File: config.mk
export PLATFORM = sky130hd
export DESIGN_NAME = usb_tx_encoder
export DESIGN_NICKNAME = d
export VERILOG_FILES = /design/src/rtl/usb_tx_encoder.sv
export SDC_FILE = /design/constraint.sdc
export NUM_CORES = 1
export LEC_CHECK = 0
export ABC_AREA = 0
export BUFFER_PORTS_ARGS = -buffer_cell sky130_fd_sc_hd__buf_2
export CORE_AREA = 2 2 53 67
export DETAILED_ROUTE_END_ITERATION = 6
export DIE_AREA = 0 0 55 69
export MAX_ROUTING_LAYER = met4
export PLACE_DENSITY = 0.76
export SLEW_MARGIN = 20
export SYNTH_ARGS = -nofsm -noshare
export SYNTH_HDL_FRONTEND = slang
export SYNTH_SLANG_ARGS = --single-unit
File: constraint.sdc
create_clock -name clk -period 3.1 [get_ports clk]
set_input_delay 0.62 -clock clk [delete_from_list [all_inputs] [get_ports clk]]
set_output_delay 0.62 -clock clk [all_outputs]
set_load 0.02 [all_outputs]
File: src/rtl/usb_tx_encoder.sv
// rtl/usb_tx_encoder.sv - full-speed USB transmit bit engine (SYNC, bit stuffing, NRZI, EOP)
//
// Serializes payload bytes LSB-first onto D+/D-, one line bit every CLKS_PER_BIT clocks.
// Each packet is framed as SYNC (8'h80), payload bytes, then EOP (SE0, SE0, J).
//
// Ports
//   clk          in   system clock, rising edge
//   rst          in   synchronous active-high reset
//   tx_start     in   one-cycle packet request, ignored while tx_busy
//   tx_data      in   [7:0] next payload byte
//   tx_valid     in   tx_data/tx_last valid
//   tx_last      in   marks tx_data as the final payload byte
//   tx_ready     out  one-cycle byte-accept strobe (final cycle of bit 7)
//   d_plus_out   out  D+ line level (registered)
//   d_minus_out  out  D- line level (registered)
//   tx_busy      out  packet in progress
//   tx_done      out  pulse in the last cycle of a normally completed packet
//   tx_error     out  pulse when tx_valid is low during the tx_ready strobe
module usb_tx_encoder #(
    parameter int CLKS_PER_BIT = 8,
    parameter int STUFF_LEN    = 6
) (
    input  logic       clk,
    input  logic       rst,
    input  logic       tx_start,
    input  logic [7:0] tx_data,
    input  logic       tx_valid,
    input  logic       tx_last,
    output logic       tx_ready,
    output logic       d_plus_out,
    output logic       d_minus_out,
    output logic       tx_busy,
    output logic       tx_done,
    output logic       tx_error
);

    localparam int TW = (CLKS_PER_BIT > 2) ? $clog2(CLKS_PER_BIT) : 1;
    localparam int OW = $clog2(STUFF_LEN + 1);
    localparam logic [TW-1:0] T_LAST = TW'(CLKS_PER_BIT - 1);
    localparam logic [TW-1:0] T_PRE  = TW'(CLKS_PER_BIT - 2);
    localparam logic [OW-1:0] O_MAX  = OW'(STUFF_LEN);

    typedef enum logic [2:0] {
        S_IDLE,
        S_SYNC,
        S_DATA,
        S_STUFF,
        S_EOP_SE0,
        S_EOP_J
    } state_t;

    state_t         state_q;
    logic [TW-1:0]  timer_q;
    logic [2:0]     bit_idx_q;   // bit of byte_q on the line (or next to send after a stuff bit)
    logic [7:0]     byte_q;
    logic           last_q;      // byte_q is the final payload byte
    logic           eop_next_q;  // the pending stuff bit is followed by EOP
    logic           abort_q;     // underrun seen: suppress tx_done
    logic           se0_cnt_q;
    logic [OW-1:0]  ones_q;
    logic           line_j_q;    // current NRZI level, 1 = J
    logic           dp_q;
    logic           dm_q;
    logic           busy_q;
    logic           ready_q;
    logic           done_q;

    logic           bit_end;
    logic           stuff_pend;
    logic           accept;
    logic           new_bit;     // an NRZI-coded bit starts on the line next cycle
    logic           new_val;
    logic           line_j_d;
    logic [OW-1:0]  ones_d;

    always_comb begin
        bit_end    = (timer_q == T_LAST);
        stuff_pend = (ones_q == O_MAX);
        accept     = ready_q && tx_valid;
        new_bit    = 1'b0;
        new_val    = 1'b0;
        case (state_q)
            S_IDLE: begin
                if (tx_start) begin
                    new_bit = 1'b1;
                    new_val = 1'b0;    // SYNC bit 0 of 8'h80
                end
            end
            S_SYNC, S_DATA: begin
                if (bit_end) begin
                    if (stuff_pend) begin
                        new_bit = 1'b1;
                        new_val = 1'b0;
                    end else if (bit_idx_q != 3'd7) begin
                        new_bit = 1'b1;
                        new_val = byte_q[bit_idx_q + 3'd1];
                    end else if (accept) begin
                        new_bit = 1'b1;
                        new_val = tx_data[0];
                    end
                end
            end
            S_STUFF: begin
                if (bit_end && !eop_next_q) begin
                    new_bit = 1'b1;
                    new_val = byte_q[bit_idx_q];
                end
            end
            default: begin
                new_bit = 1'b0;
                new_val = 1'b0;
            end
        endcase
        // NRZI: a 0 toggles the line, a 1 holds it; every 0 restarts the run of ones
        line_j_d = line_j_q;
        ones_d   = ones_q;
        if (new_bit) begin
            line_j_d = new_val ? line_j_q : ~line_j_q;
            ones_d   = new_val ? (ones_q + OW'(1)) : '0;
        end
    end

    always_ff @(posedge clk) begin
        if (rst) begin
            state_q    <= S_IDLE;
            timer_q    <= '0;
            bit_idx_q  <= 3'd0;
            byte_q     <= 8'h00;
            last_q     <= 1'b0;
            eop_next_q <= 1'b0;
            abort_q    <= 1'b0;
            se0_cnt_q  <= 1'b0;
            ones_q     <= '0;
            line_j_q   <= 1'b1;
            dp_q       <= 1'b1;
            dm_q       <= 1'b0;
            busy_q     <= 1'b0;
            ready_q    <= 1'b0;
            done_q     <= 1'b0;
        end else begin
            ready_q  <= 1'b0;
            done_q   <= 1'b0;
            line_j_q <= line_j_d;
            ones_q   <= ones_d;
            if (busy_q) begin
                timer_q <= bit_end ? '0 : (timer_q + TW'(1));
            end
            if (new_bit) begin
                dp_q <= line_j_d;
                dm_q <= ~line_j_d;
            end

            case (state_q)
                S_IDLE: begin
                    if (tx_start) begin
                        state_q    <= S_SYNC;
                        busy_q     <= 1'b1;
                        timer_q    <= '0;
                        bit_idx_q  <= 3'd0;
                        byte_q     <= 8'h80;
                        last_q     <= 1'b0;
                        eop_next_q <= 1'b0;
                        abort_q    <= 1'b0;
                    end
                end

                S_SYNC, S_DATA: begin
                    // Strobe ready in the final cycle of bit 7 unless this is the last byte
                    if (timer_q == T_PRE && bit_idx_q == 3'd7 &&
                        (state_q == S_SYNC || !last_q)) begin
                        ready_q <= 1'b1;
                    end
                    if (bit_end) begin
                        if (bit_idx_q != 3'd7) begin
                            bit_idx_q <= bit_idx_q + 3'd1;
                            state_q   <= stuff_pend ? S_STUFF : S_DATA;
                        end else if (accept) begin
                            byte_q    <= tx_data;
                            last_q    <= tx_last;
                            bit_idx_q <= 3'd0;
                            state_q   <= stuff_pend ? S_STUFF : S_DATA;
                        end else begin
                            // Last byte sent or payload underrun: head for EOP
                            if (ready_q) begin
                                abort_q <= 1'b1;
                            end
                            if (stuff_pend) begin
                                eop_next_q <= 1'b1;
                                state_q    <= S_STUFF;
                            end else begin
                                state_q   <= S_EOP_SE0;
                                se0_cnt_q <= 1'b0;
                                dp_q      <= 1'b0;
                                dm_q      <= 1'b0;
                            end
                        end
                    end
                end

                S_STUFF: begin
                    if (bit_end) begin
                        if (eop_next_q) begin
                            state_q   <= S_EOP_SE0;
                            se0_cnt_q <= 1'b0;
                            dp_q      <= 1'b0;
                            dm_q      <= 1'b0;
                        end else begin
                            state_q <= S_DATA;
                        end
                    end
                end

                S_EOP_SE0: begin
                    if (bit_end) begin
                        if (se0_cnt_q) begin
                            state_q  <= S_EOP_J;
                            dp_q     <= 1'b1;
                            dm_q     <= 1'b0;
                            line_j_q <= 1'b1;
                        end else begin
                            se0_cnt_q <= 1'b1;
                        end
                    end
                end

                S_EOP_J: begin
                    if (timer_q == T_PRE) begin
                        done_q <= ~abort_q;
                    end
                    if (bit_end) begin
                        state_q <= S_IDLE;
                        busy_q  <= 1'b0;
                        timer_q <= '0;
                        ones_q  <= '0;
                    end
                end

                default: begin
                    state_q <= S_IDLE;
                    busy_q  <= 1'b0;
                end
            endcase
        end
    end

    assign tx_ready    = ready_q;
    assign tx_error    = ready_q & ~tx_valid;
    assign d_plus_out  = dp_q;
    assign d_minus_out = dm_q;
    assign tx_busy     = busy_q;
    assign tx_done     = done_q;

endmodule
==> results of run 1 <==
how the worst max path moves through the flow:
| stage | start | slack, ps | depth (start not counted) | to |
|---|---|---|---|---|
| 2_1_floorplan | timer_q[0] | 710 | 9 | ones_q[2] |
| 3_3_place_gp | timer_q[0] | 770 | 7 | ones_q[2] |
| 3_5_place_dp | timer_q[0] | 600 | 7 | ones_q[2] |
| 4_1_cts | timer_q[0] | 580 | 7 | ones_q[2] |
| 5_1_grt | timer_q[0] | 420 | 7 | ones_q[2] |
| 6_report | timer_q[0] | 590 | 7 | ones_q[2] |
placed cells by master (no fill, tap or decap), types with 3 or more instances in the layout:
cell                        Yosys  routed
sky130_fd_sc_hd__and3_1         3       3
sky130_fd_sc_hd__clkbuf_8       0       6
sky130_fd_sc_hd__a221oi_1       3       3
sky130_fd_sc_hd__or2_1          4       4
sky130_fd_sc_hd__buf_2          3      18
sky130_fd_sc_hd__dfxtp_1       30      30
sky130_fd_sc_hd__nor2b_1        3       3
sky130_fd_sc_hd__nand3_1        8       8
sky130_fd_sc_hd__o2111ai_1      4       4
sky130_fd_sc_hd__mux4_2         4       4
sky130_fd_sc_hd__mux2i_1        7       7
sky130_fd_sc_hd__nor2_1        26      26
sky130_fd_sc_hd__nand2_1        9       9
sky130_fd_sc_hd__o21ai_1        3       3
sky130_fd_sc_hd__ha_1           8       8
sky130_fd_sc_hd__nor3_1         5       5
sky130_fd_sc_hd__a22oi_1        9       9
sky130_fd_sc_hd__nor3b_1        3       3
sky130_fd_sc_hd__inv_1          7       7
sky130_fd_sc_hd__a21oi_1       12      12
sky130_fd_sc_hd__a21o_1         3       3
kinds of logic (layout without fill, tap and decap cells):
family,Yosys count,after routing,synth area share
flops,30,30,0.343
mux,11,11,0.0914
xor+xnor,2,2,0.0100
buf+inv,22,35,0.0557
compound gates,51,51,0.209
simple gates,77,77,0.229
fa+ha+maj,9,9,0.0629
layout make-up:
type	count	area [sq um]
Multi-Input combinational cell	150	1050
Timing Repair Buffer	19	97.6
Clock buffer	6	82.6
Inverter	8	30.0
Tap cell	37	46.3
Clock inverter	2	60.1
Fill cell	284	1190
Sequential cell	30	601
per-stage QoR:
| stage | instances | setup WS (ps) | hold WS [ps] | util |
|---|---|---|---|---|
| 2_1_floorplan | 202 | 707 | 400 | - |
| 3_3_place_gp | 244 | 766 | 433 | 0.577 |
| 3_5_place_dp | 244 | 603 | 437 | 0.577 |
| 4_1_cts | 252 | 581 | 446 | 0.623 |
| 5_1_grt | 252 | 417 | 478 | 0.623 |
| 6_report | 252 | 588 | 448 | 0.623 |
power by group through the flow:
stage,clock network (uW),logic (uW),registers (uW)
floorplan,0,76.3,419
global placement,0,94.4,422
detailed placement,0,97.4,423
CTS,496,97.8,415
global route,511,109,417
finish,491,98.2,415
worst reg2reg max path, delay by kind of cell, from the launching register on:
kind / cells / cell delay (ps)
AO/OA/AOI/OAI: 3 / 840
adder cells (fa/ha/maj): 2 / 370
AND/OR/NAND/NOR: 2 / 850
flip-flops: 1 / 380
layer usage:
layer  track usage  vias to the layer above  routed length, um
met4        0.0705                        0                 56
met5             -                        -                  0
met1         0.271                      759               1690
li1              -                      778                  -
met3        0.0628                        8                227
met2         0.414                       64               2150
sequential cells by signal, indices dropped and copies added, names as in the netlist, 3 cells and up, named ones only:
signal and count:
bit_idx_q 3, byte_q 8, ones_q 3, state_q 3, timer_q 3
==> tab_implementation.tex, run 1 <==
\begin{tabular}{lr}
\hline
Metric & Value \\
\hline
\multicolumn{2}{l}{\textbf{CTS}} \\
CTS tree & yes \\
Clock buffers created by TritonCTS & 5 \\
Clock input transition at the sequential cells of the worst setup and hold paths & 70 ps \\
Number of buffers inserted for hold repair after clock tree synthesis & 0 \\
Resized Gates After CTS & 0 \\
Insertion delay of the later-clocked pin in the worst-skew pair & 290 ps \\
Cell at the root of the clock tree & sky130\_fd\_sc\_hd\_\_clkbuf\_8 \\
Worst-case clock buffer depth & 2 \\
TritonCTS sink count & 30 \\
H-tree depth & 2 \\
Number of buffers inserted to repair setup after CTS & 0 \\
\multicolumn{2}{l}{\textbf{Setup path}} \\
Startpoint of the lowest-slack register-to-register path & timer\_q[0] \\
Most numerous cell on the critical path & sky130\_fd\_sc\_hd\_\_ha\_1 \\
Signal arrival time at the worst endpoint & 2720 ps \\
Max FO, Critical Path & 9 \\
Sequence of cells on the critical path & ha\_1 -> ha\_1 -> a21bo\_1 -> a2111o\_1 -> or2\_1 -> or4b\_1 -> a31oi\_1 \\
Depth of the most critical reg-to-reg path & 7 \\
Start-to-end type of the worst setup path & register to register \\
Top delay family on crit path & simple AND/OR/NAND/NOR gates \\
Crit. End Element & register \\
Critical Path RT & 3310 ps \\
Cell at the slowest stage of the critical path & sky130\_fd\_sc\_hd\_\_or4b\_1 \\
Count of buffer and inverter cells on the critical path & 0 \\
Max stage delay on crit path & 510 ps \\
Setup slack of the worst register-to-register path & 590 ps \\
Critical path launch point type & register \\
End of the worst register-to-register path & ones\_q[2] \\
\multicolumn{2}{l}{\textbf{Outcome}} \\
Outcome & finished, final reports clean \\
\multicolumn{2}{l}{\textbf{Routing}} \\
Vias per cell & 6.38 \\
First-pass DRT Iterations & 4 \\
Routed wire length & 4130 um \\
Final routed DRC violation total & 0 \\
Antenna-violating nets left & 0 \\
Vias post-DR & 1,609 \\
Routed WL per cell & 16.4 um \\
Initial drt markers & 63 \\
\multicolumn{2}{l}{\textbf{Logic synthesis}} \\
Net Count, Synth & 223 \\
Leading cell type by number of instances after synthesis & sky130\_fd\_sc\_hd\_\_dfxtp\_1 \\
Most used flip-flop cell after synthesis & sky130\_fd\_sc\_hd\_\_dfxtp\_1 \\
Top cells by instance count after synthesis & sky130\_fd\_sc\_hd\_\_dfxtp\_1, sky130\_fd\_sc\_hd\_\_nor2\_1, sky130\_fd\_sc\_hd\_\_a21oi\_1 \\
YS warnings & 0 \\
Number of instances in the synthesized netlist & 202 \\
Synth top area cells & sky130\_fd\_sc\_hd\_\_dfxtp\_1, sky130\_fd\_sc\_hd\_\_ha\_1, sky130\_fd\_sc\_hd\_\_nor2\_1, sky130\_fd\_sc\_hd\_\_mux4\_2, sky130\_fd\_sc\_hd\_\_mux2i\_1 \\
Async SR Flop Fraction & 0 \\
Flop and latch count out of synthesis & 30 \\
Count of flip-flops with a built-in enable after synthesis & 0 \\
Cell type with the highest aggregate area in the netlist & sky130\_fd\_sc\_hd\_\_dfxtp\_1 \\
Share of Yosys cell area claimed by the top area cell type & 0.343 \\
Cell area after synthesis & 1750 sq um \\
Sequential-to-total area share from yosys stat & 0.343 \\
Number of different library cells in the post-synthesis netlist & 54 \\
Average footprint of a synthesized cell & 8.67 sq um \\
\multicolumn{2}{l}{\textbf{Cells and area}} \\
Ant diodes & 0 \\
Post-route cell area & 1970 sq um \\
Share of cells above drive strength 1 & 0.153 \\
Number of nets in the final layout & 235 \\
Synth-to-Final Area Change & 12.5\% \\
\multicolumn{2}{l}{\textbf{Floorplan}} \\
Width of the die & 55 um \\
Overall die height & 69 um \\
Area of the core & 3170 sq um \\
Die area & 3800 sq um \\
I/O Pins & 19 \\
Initial cell density of the core & 0.553 \\
Number of placement rows & 23 \\
\multicolumn{2}{l}{\textbf{Min path}} \\
Hold/Removal Path Class & register to register \\
Worst Hold Path Cells & 1 \\
Startpoint of the tightest hold check path & abort\_q \\
Sink of the worst hold path & tx\_done \\
\multicolumn{2}{l}{\textbf{Global route}} \\
Total routing usage reported by global routing & 0.244 \\
Maximum number of pins on one net before global-route repair & 25 \\
Congestion Overflow GR & 0 \\
Antenna violations before repair & 0 \\
Vias in the first global route & 1,541 \\
First-pass GRT wire length & 6770 um \\
\multicolumn{2}{l}{\textbf{Timing}} \\
Worst slew margin relative to its limit & 0.258 \\
Final hold vios & 0 \\
RSZ-0062 raised after global routing & false \\
Portion of the clock cycle consumed by the worst path in the final layout & 0.810 \\
Minimum period implied by the final worst setup slack & 2510 ps \\
Final max-slew violation count & 0 \\
Layout Skew & 6.49 ps \\
Fmax & 398 MHz \\
Final Setup Violations & 0 \\
Final setup TNS & 0 ps \\
Tightest Pin Transition & 1100 ps \\
\multicolumn{2}{l}{\textbf{Power and ir drop}} \\
Combinational share of power & 0.098 \\
Pwr Density & 510 nW/um\^{}2 \\
Int Pwr & 780 uW \\
Largest vdd supply drop & 0.424 mV \\
Overall Power & 1000 uW \\
Pleak & 0.000785 uW \\
Sw Ratio & 0.223 \\
Sequential share of power & 0.413 \\
Power share of the clock group & 0.489 \\
Switching power of the nets & 224 uW \\
\multicolumn{2}{l}{\textbf{Place}} \\
Number of buffers added on ports & 18 \\
Routability congestion estimate & 0.969 \\
Instance area after placement & 1830 sq um \\
HPWL after detailed placement & 3050 um \\
\multicolumn{2}{l}{\textbf{Job}} \\
Max cap viols & 0 \\
\hline
\end{tabular}
(Power assumes the default switching activity.)
==> run 2: changes to the inputs <==
==> constraint.sdc (replaced) <==
create_clock -name clk -period 2.45 [get_ports clk]
set_input_delay 0.49 -clock clk [delete_from_list [all_inputs] [get_ports clk]]
set_output_delay 0.49 -clock clk [all_outputs]
set_load 0.02 [all_outputs]
==> tab_implementation.tex, run 2 (same netlist as run 1, synthesis figures left out) <==
\begin{tabular}{lr}
\hline
Metric & Value \\
\hline
\multicolumn{2}{l}{\textbf{Outcome}} \\
Outcome & finished, final reports clean \\
\multicolumn{2}{l}{\textbf{Timing}} \\
RSZ-0062 raised after global routing & false \\
Final hold vios & 0 (unchanged) \\
Portion of the clock cycle consumed by the worst path in the final layout & 0.970 (+0.160) \\
Final max-slew violation count & 0 (unchanged) \\
Tightest Pin Transition & 717 ps (-381 ps) \\
Worst slew margin relative to its limit & 0.516 (+0.258) \\
Minimum period implied by the final worst setup slack & 2380 ps (-135 ps) \\
Final setup TNS & 0 ps (unchanged) \\
Fmax & 421 MHz (+5.7\%) \\
Layout Skew & 8.84 ps (+2.35 ps) \\
Final Setup Violations & 0 (unchanged) \\
Hold Slack & 447 ps (-1.53 ps) \\
\multicolumn{2}{l}{\textbf{Setup path}} \\
Crit. End Element & register \\
Start-to-end type of the worst setup path & register to register \\
Signal arrival time at the worst endpoint & 2600 ps (-120 ps) \\
Critical path launch point type & register \\
Max FO, Critical Path & 5 (-4) \\
Critical Path RT & 2670 ps (-640 ps) \\
\multicolumn{2}{l}{\textbf{Power and ir drop}} \\
Int Pwr & 791 uW (+1.4\%) \\
Combinational share of power & 0.134 (+0.036) \\
Sequential share of power & 0.478 (+0.065) \\
Pleak & 0.000795 uW (+1.4\%) \\
Sw Ratio & 0.275 (+0.0522) \\
Pwr Density & 550 nW/um\^{}2 (+7.9\%) \\
Switching power of the nets & 300 uW (+34\%) \\
Power share of the clock group & 0.388 (-0.101) \\
Overall Power & 1090 uW (+8.7\%) \\
Largest vdd supply drop & 0.381 mV (-10\%) \\
\multicolumn{2}{l}{\textbf{Global route}} \\
Antenna violations before repair & 0 (unchanged) \\
Total routing usage reported by global routing & 0.268 (+0.0236) \\
First-pass GRT wire length & 7300 um (+7.9\%) \\
Maximum number of pins on one net before global-route repair & 22 (-12\%) \\
Vias in the first global route & 1,696 (+10\%) \\
Congestion Overflow GR & 0 (unchanged) \\
\multicolumn{2}{l}{\textbf{Routing}} \\
Routed WL per cell & 16.8 um (+2.6\%) \\
Antenna-violating nets left & 0 (unchanged) \\
Detailed route wirelength on metal3 & 215 um (-5.3\%) \\
Met2 Routed Length & 2270 um (+5.3\%) \\
Wl on met1 & 1720 um (+1.7\%) \\
Vias post-DR & 1,669 (+3.7\%) \\
Initial drt markers & 89 (+41\%) \\
Routed wire length & 4360 um (+5.5\%) \\
Final routed DRC violation total & 0 (unchanged) \\
Vias per cell & 6.44 (+0.93\%) \\
First-pass DRT Iterations & 4 (unchanged) \\
Highest layer used for signal routing & met4 \\
\multicolumn{2}{l}{\textbf{CTS}} \\
Cell at the root of the clock tree & sky130\_fd\_sc\_hd\_\_clkbuf\_8 \\
Worst-case clock buffer depth & 2 (unchanged) \\
Insertion delay of the later-clocked pin in the worst-skew pair & 290 ps (about the same) \\
Number of buffers inserted to repair setup after CTS & 0 (unchanged) \\
Number of buffers inserted for hold repair after clock tree synthesis & 0 (unchanged) \\
CTS tree & yes \\
Clock buffers created by TritonCTS & 5 (unchanged) \\
Clock input transition at the sequential cells of the worst setup and hold paths & 70 ps (about the same) \\
TritonCTS sink count & 30 (unchanged) \\
H-tree depth & 2 (unchanged) \\
\multicolumn{2}{l}{\textbf{Cells and area}} \\
Max FFs per register & 8 (unchanged) \\
Synth-to-Final Area Change & 13.4\% \\
Number of nets in the final layout & 242 (+3.0\%) \\
Commonest cells after routing, fill and taps aside & sky130\_fd\_sc\_hd\_\_dfxtp\_1, sky130\_fd\_sc\_hd\_\_nor2\_1, sky130\_fd\_sc\_hd\_\_buf\_2 \\
Most common cell after layout, fill and taps aside & sky130\_fd\_sc\_hd\_\_dfxtp\_1 \\
Largest Register & byte\_q \\
Share of cells above drive strength 1 & 0.203 (+0.0492) \\
Ant diodes & 0 (unchanged) \\
\multicolumn{2}{l}{\textbf{Job}} \\
Max cap viols & 0 (unchanged) \\
\multicolumn{2}{l}{\textbf{Floorplan}} \\
Number of placement rows & 23 (unchanged) \\
Width of the die & 55 um (unchanged) \\
Die area & 3800 sq um (unchanged) \\
I/O Pins & 19 (unchanged) \\
Initial cell density of the core & 0.553 (unchanged) \\
Overall die height & 69 um (unchanged) \\
Area of the core & 3170 sq um (unchanged) \\
\multicolumn{2}{l}{\textbf{Place}} \\
HPWL after detailed placement & 3270 um (+7.4\%) \\
Number of buffers added on ports & 18 (unchanged) \\
Routability congestion estimate & 0.922 (-4.9\%) \\
\multicolumn{2}{l}{\textbf{Min path}} \\
Hold/Removal Path Class & input pin to register \\
\hline
\end{tabular}
-- run 2: cell type report --
class | count | area [sq um]
clock inverter | 2 | 12.5
fill | 295 | 1180
multi-input combinational | 150 | 1060
sequential | 30 | 603
inverter | 8 | 30.0
tap | 37 | 46.3
timing repair buffer | 26 | 150
clock buffer | 6 | 82.6
-- run 2: layer usage --
layer,track usage,up-vias
met5,-,-
li1,-,786
met1,0.278,808
met4,0.160,0
met2,0.422,61
met3,0.0844,14
-- run 2: worst paths after layout --
| check | startpoint | end | slack, ps | cells past startpoint |
|---|---|---|---|---|
| worst max-delay path | timer_q[0] | ones_q[0] | 70 | 8 |
| worst min-delay path | tx_last | last_q | 450 | 3 |
| worst max register to register | timer_q[0] | ones_q[0] | 70 | 8 |
| worst min register to register | abort_q | tx_done | 450 | 1 |
-- run 2: critical path, cell delays in order, from the launching register on --
cell	delay, ps
sky130_fd_sc_hd__dfxtp_2	350
sky130_fd_sc_hd__ha_1	150
sky130_fd_sc_hd__ha_2	210
sky130_fd_sc_hd__a21bo_1	210
sky130_fd_sc_hd__a2111o_1	440
sky130_fd_sc_hd__or2_4	290
sky130_fd_sc_hd__buf_4	160
sky130_fd_sc_hd__or3_1	350
sky130_fd_sc_hd__a21oi_1	150
-- run 2: per-stage QoR --
stage,std cells,utilization,setup WS (ps),area [sq um]
2_1_floorplan,202,-,56.9,1750
3_3_place_gp,251,0.594,114,1880
3_5_place_dp,251,0.594,-5.57,1880
4_1_cts,259,0.625,5.41,1980
5_1_grt,259,0.627,15.2,1990
6_report,259,0.627,73.3,1990
-- run 2: repair_timing --
item                       in CTS  in global routing
gates resized for setup         1                  4
setup endpoints to repair       2                  3
pin swaps                       0                  1
-- run 2: power by group through the flow --
stage	logic [uW]	clock network [uW]	registers, uW
3_3_place_gp	136	0	530
5_1_grt	161	455	523
4_1_cts	142	435	520
2_1_floorplan	96.6	0	530
6_report	146	424	521
3_5_place_dp	141	0	531
==> run 3: changes to the inputs <==
--- a/config.mk
+++ b/config.mk
@@ -6,10 +6,11 @@
 export NUM_CORES = 1
 export LEC_CHECK = 0
 export ABC_AREA = 0
-export BUFFER_PORTS_ARGS = -buffer_cell sky130_fd_sc_hd__buf_2
+export BUFFER_PORTS_ARGS = -buffer_cell sky130_fd_sc_hd__buf_4
 export CORE_AREA = 2 2 53 67
 export DETAILED_ROUTE_END_ITERATION = 6
 export DIE_AREA = 0 0 55 69
+export HOLD_SLACK_MARGIN = 0.12
 export MAX_ROUTING_LAYER = met4
 export PLACE_DENSITY = 0.76
 export SLEW_MARGIN = 20
==> tab_implementation.tex, run 3 (same netlist as run 1, synthesis figures left out) <==
\begin{tabular}{lr}
\hline
Metric & Value \\
\hline
\multicolumn{2}{l}{\textbf{Outcome}} \\
Outcome & finished, final reports clean \\
\multicolumn{2}{l}{\textbf{CTS}} \\
Number of buffers inserted to repair setup after CTS & 0 (unchanged) \\
Cell at the root of the clock tree & sky130\_fd\_sc\_hd\_\_clkbuf\_8 \\
Insertion delay of the later-clocked pin in the worst-skew pair & 290 ps (about the same) \\
Resized Gates After CTS & 0 (-1) \\
CTS tree & yes \\
H-tree depth & 2 (unchanged) \\
Clock input transition at the sequential cells of the worst setup and hold paths & 60 ps (about the same) \\
Number of buffers inserted for hold repair after clock tree synthesis & 0 (unchanged) \\
Clock buffers created by TritonCTS & 5 (unchanged) \\
Worst-case clock buffer depth & 2 (unchanged) \\
TritonCTS sink count & 30 (unchanged) \\
\multicolumn{2}{l}{\textbf{Routing}} \\
Detailed route wirelength on metal3 & 159 um (-26\%) \\
Highest layer used for signal routing & met4 \\
Routed WL per cell & 16.3 um (-3.4\%) \\
Antenna-violating nets left & 0 (unchanged) \\
Wl on met1 & 1730 um (+0.52\%) \\
Final routed DRC violation total & 0 (unchanged) \\
Vias per cell & 6.35 (-1.5\%) \\
Met2 Routed Length & 2170 um (-4.4\%) \\
Routed wire length & 4230 um (-3.0\%) \\
Initial drt markers & 48 (-46\%) \\
First-pass DRT Iterations & 4 (unchanged) \\
Vias post-DR & 1,650 (-1.1\%) \\
\multicolumn{2}{l}{\textbf{Cells and area}} \\
Max FFs per register & 8 (unchanged) \\
Ant diodes & 0 (unchanged) \\
Commonest cells after routing, fill and taps aside & sky130\_fd\_sc\_hd\_\_dfxtp\_1, sky130\_fd\_sc\_hd\_\_buf\_4, sky130\_fd\_sc\_hd\_\_nor2\_1 \\
Share of cells above drive strength 1 & 0.188 (-0.0144) \\
Number of nets in the final layout & 244 (+0.83\%) \\
Most common cell after layout, fill and taps aside & sky130\_fd\_sc\_hd\_\_dfxtp\_1 \\
Final instance count without filler cells & 260 (+0.39\%) \\
Largest Register & byte\_q \\
Synth-to-Final Area Change & 17.4\% \\
\multicolumn{2}{l}{\textbf{Power and ir drop}} \\
Largest vdd supply drop & 0.453 mV (+19\%) \\
Sequential share of power & 0.442 (-0.036) \\
Pwr Density & 573 nW/um\^{}2 (+4.3\%) \\
Pleak & 0.000830 uW (+4.4\%) \\
Switching power of the nets & 281 uW (-6.4\%) \\
Power share of the clock group & 0.430 (+0.042) \\
Combinational share of power & 0.128 (-0.006) \\
Int Pwr & 897 uW (+13\%) \\
Sw Ratio & 0.239 (-0.0365) \\
\multicolumn{2}{l}{\textbf{Setup path}} \\
Critical path launch point type & register \\
Max stage delay on crit path & 460 ps (+20 ps) \\
Setup slack of the worst register-to-register path & 110 ps (+40 ps) \\
Start-to-end type of the worst setup path & register to register \\
Depth of the most critical reg-to-reg path & 7 (-1) \\
End of the worst register-to-register path & ones\_q[2] \\
Worst setup path start & timer\_q[0] \\
Max FO, Critical Path & 4 (-1) \\
Cell at the slowest stage of the critical path & sky130\_fd\_sc\_hd\_\_or4b\_1 \\
Critical Path RT & 2660 ps (about the same) \\
Signal arrival time at the worst endpoint & 2550 ps (-50 ps) \\
Sequence of cells on the critical path & ha\_1 -> ha\_1 -> a21bo\_1 -> a2111o\_1 -> or2\_1 -> or4b\_1 -> a31oi\_1 \\
Most numerous cell on the critical path & sky130\_fd\_sc\_hd\_\_ha\_1 \\
Crit. End Element & register \\
Startpoint of the lowest-slack register-to-register path & timer\_q[0] \\
Worst Setup EP & ones\_q[2] \\
\multicolumn{2}{l}{\textbf{Floorplan}} \\
Initial cell density of the core & 0.553 (unchanged) \\
Number of placement rows & 23 (unchanged) \\
Overall die height & 69 um (unchanged) \\
Width of the die & 55 um (unchanged) \\
I/O Pins & 19 (unchanged) \\
Die area & 3800 sq um (unchanged) \\
Area of the core & 3170 sq um (unchanged) \\
\multicolumn{2}{l}{\textbf{Timing}} \\
Portion of the clock cycle consumed by the worst path in the final layout & 0.955 (-0.0149) \\
Layout Skew & 5.72 ps (-3.12 ps) \\
Final setup TNS & 0 ps (unchanged) \\
Final hold vios & 0 (unchanged) \\
Tightest Pin Transition & 806 ps (+89.0 ps) \\
Final max-slew violation count & 0 (unchanged) \\
Minimum period implied by the final worst setup slack & 2340 ps (-36.5 ps) \\
Fmax & 427 MHz (+1.6\%) \\
RSZ-0062 raised after global routing & false \\
Worst slew margin relative to its limit & 0.455 (-0.0601) \\
Final Setup Violations & 0 (unchanged) \\
\multicolumn{2}{l}{\textbf{Place}} \\
HPWL after detailed placement & 3200 um (-2.2\%) \\
Number of buffers added on ports & 18 (unchanged) \\
Routability congestion estimate & 0.982 (+6.5\%) \\
Placed insts & 253 (+0.80\%) \\
\multicolumn{2}{l}{\textbf{Global route}} \\
Congestion Overflow GR & 0 (unchanged) \\
Vias in the first global route & 1,653 (-2.5\%) \\
First-pass GRT wire length & 7290 um (about the same) \\
Total routing usage reported by global routing & 0.266 (-0.00184) \\
Maximum number of pins on one net before global-route repair & 22 (unchanged) \\
Antenna violations before repair & 0 (unchanged) \\
\multicolumn{2}{l}{\textbf{Min path}} \\
Hold/Removal Path Class & register to register \\
\multicolumn{2}{l}{\textbf{Job}} \\
Max cap viols & 0 (unchanged) \\
\hline
\end{tabular}
[run 3: cell types whose count changed in the layout (fill, tap and decap cells not counted), sizes merged]
cell      previous run  this run
bufinv               0         1
clkinvlp             1         0
clkinv               1         0
buf                 26        28
[run 3: worst max-delay path, delay by kind of cell, from the launching register on]
kind / cells / cell delay (ps)
AND/OR/NAND/NOR: 2 / 710
flip-flops: 1 / 380
adder cells (fa/ha/maj): 2 / 330
AO/OA/AOI/OAI: 3 / 840
[run 3: final cells by class]
cell class | instances | area (sq um)
clock buffer | 6 | 82.6
tap | 37 | 46.3
sequential | 30 | 601
multi-input combinational | 150 | 1060
fill | 264 | 1110
timing repair buffer | 28 | 210
clock inverter | 1 | 30.0
inverter | 8 | 30.0
[run 3: per-stage QoR]
step / cell area (sq um) / hold slack [ps] / setup WS (ps) / utilization / power, uW
floorplan: 1750 / 400 / 56.9 / - / 627
detailed placement: 1940 / 426 / 132 / 0.613 / 680
finish: 2060 / 429 / 110 / 0.649 / 1180
global route: 2060 / 457 / 13.2 / 0.649 / 1220
CTS: 2050 / 435 / 121 / 0.649 / 1190
global placement: 1940 / 426 / 217 / 0.613 / 676
[run 3: metal layers]
layer  vias up  GRT usage
li1        794          -
met1       792      0.289
met2        49      0.430
met3        15     0.0563
met4         0      0.146
met5         -          -
[run 3: how the worst min path moves through the flow]
stage,slack (ps),cells past startpoint,start,end
detailed placement,430,1,abort_q,tx_done
floorplan,400,1,abort_q,tx_done
finish,430,1,abort_q,tx_done
global route,460,1,abort_q,tx_done
CTS,440,1,abort_q,tx_done
global placement,430,1,abort_q,tx_done
[run 3: power by group through the flow]
stage	logic (uW)	registers [uW]	clock network, uW
after floorplan	96.6	530	0
final	151	521	506
after global placement	145	530	0
after global routing	166	523	534
after CTS	150	521	518
after detailed placement	149	531	0
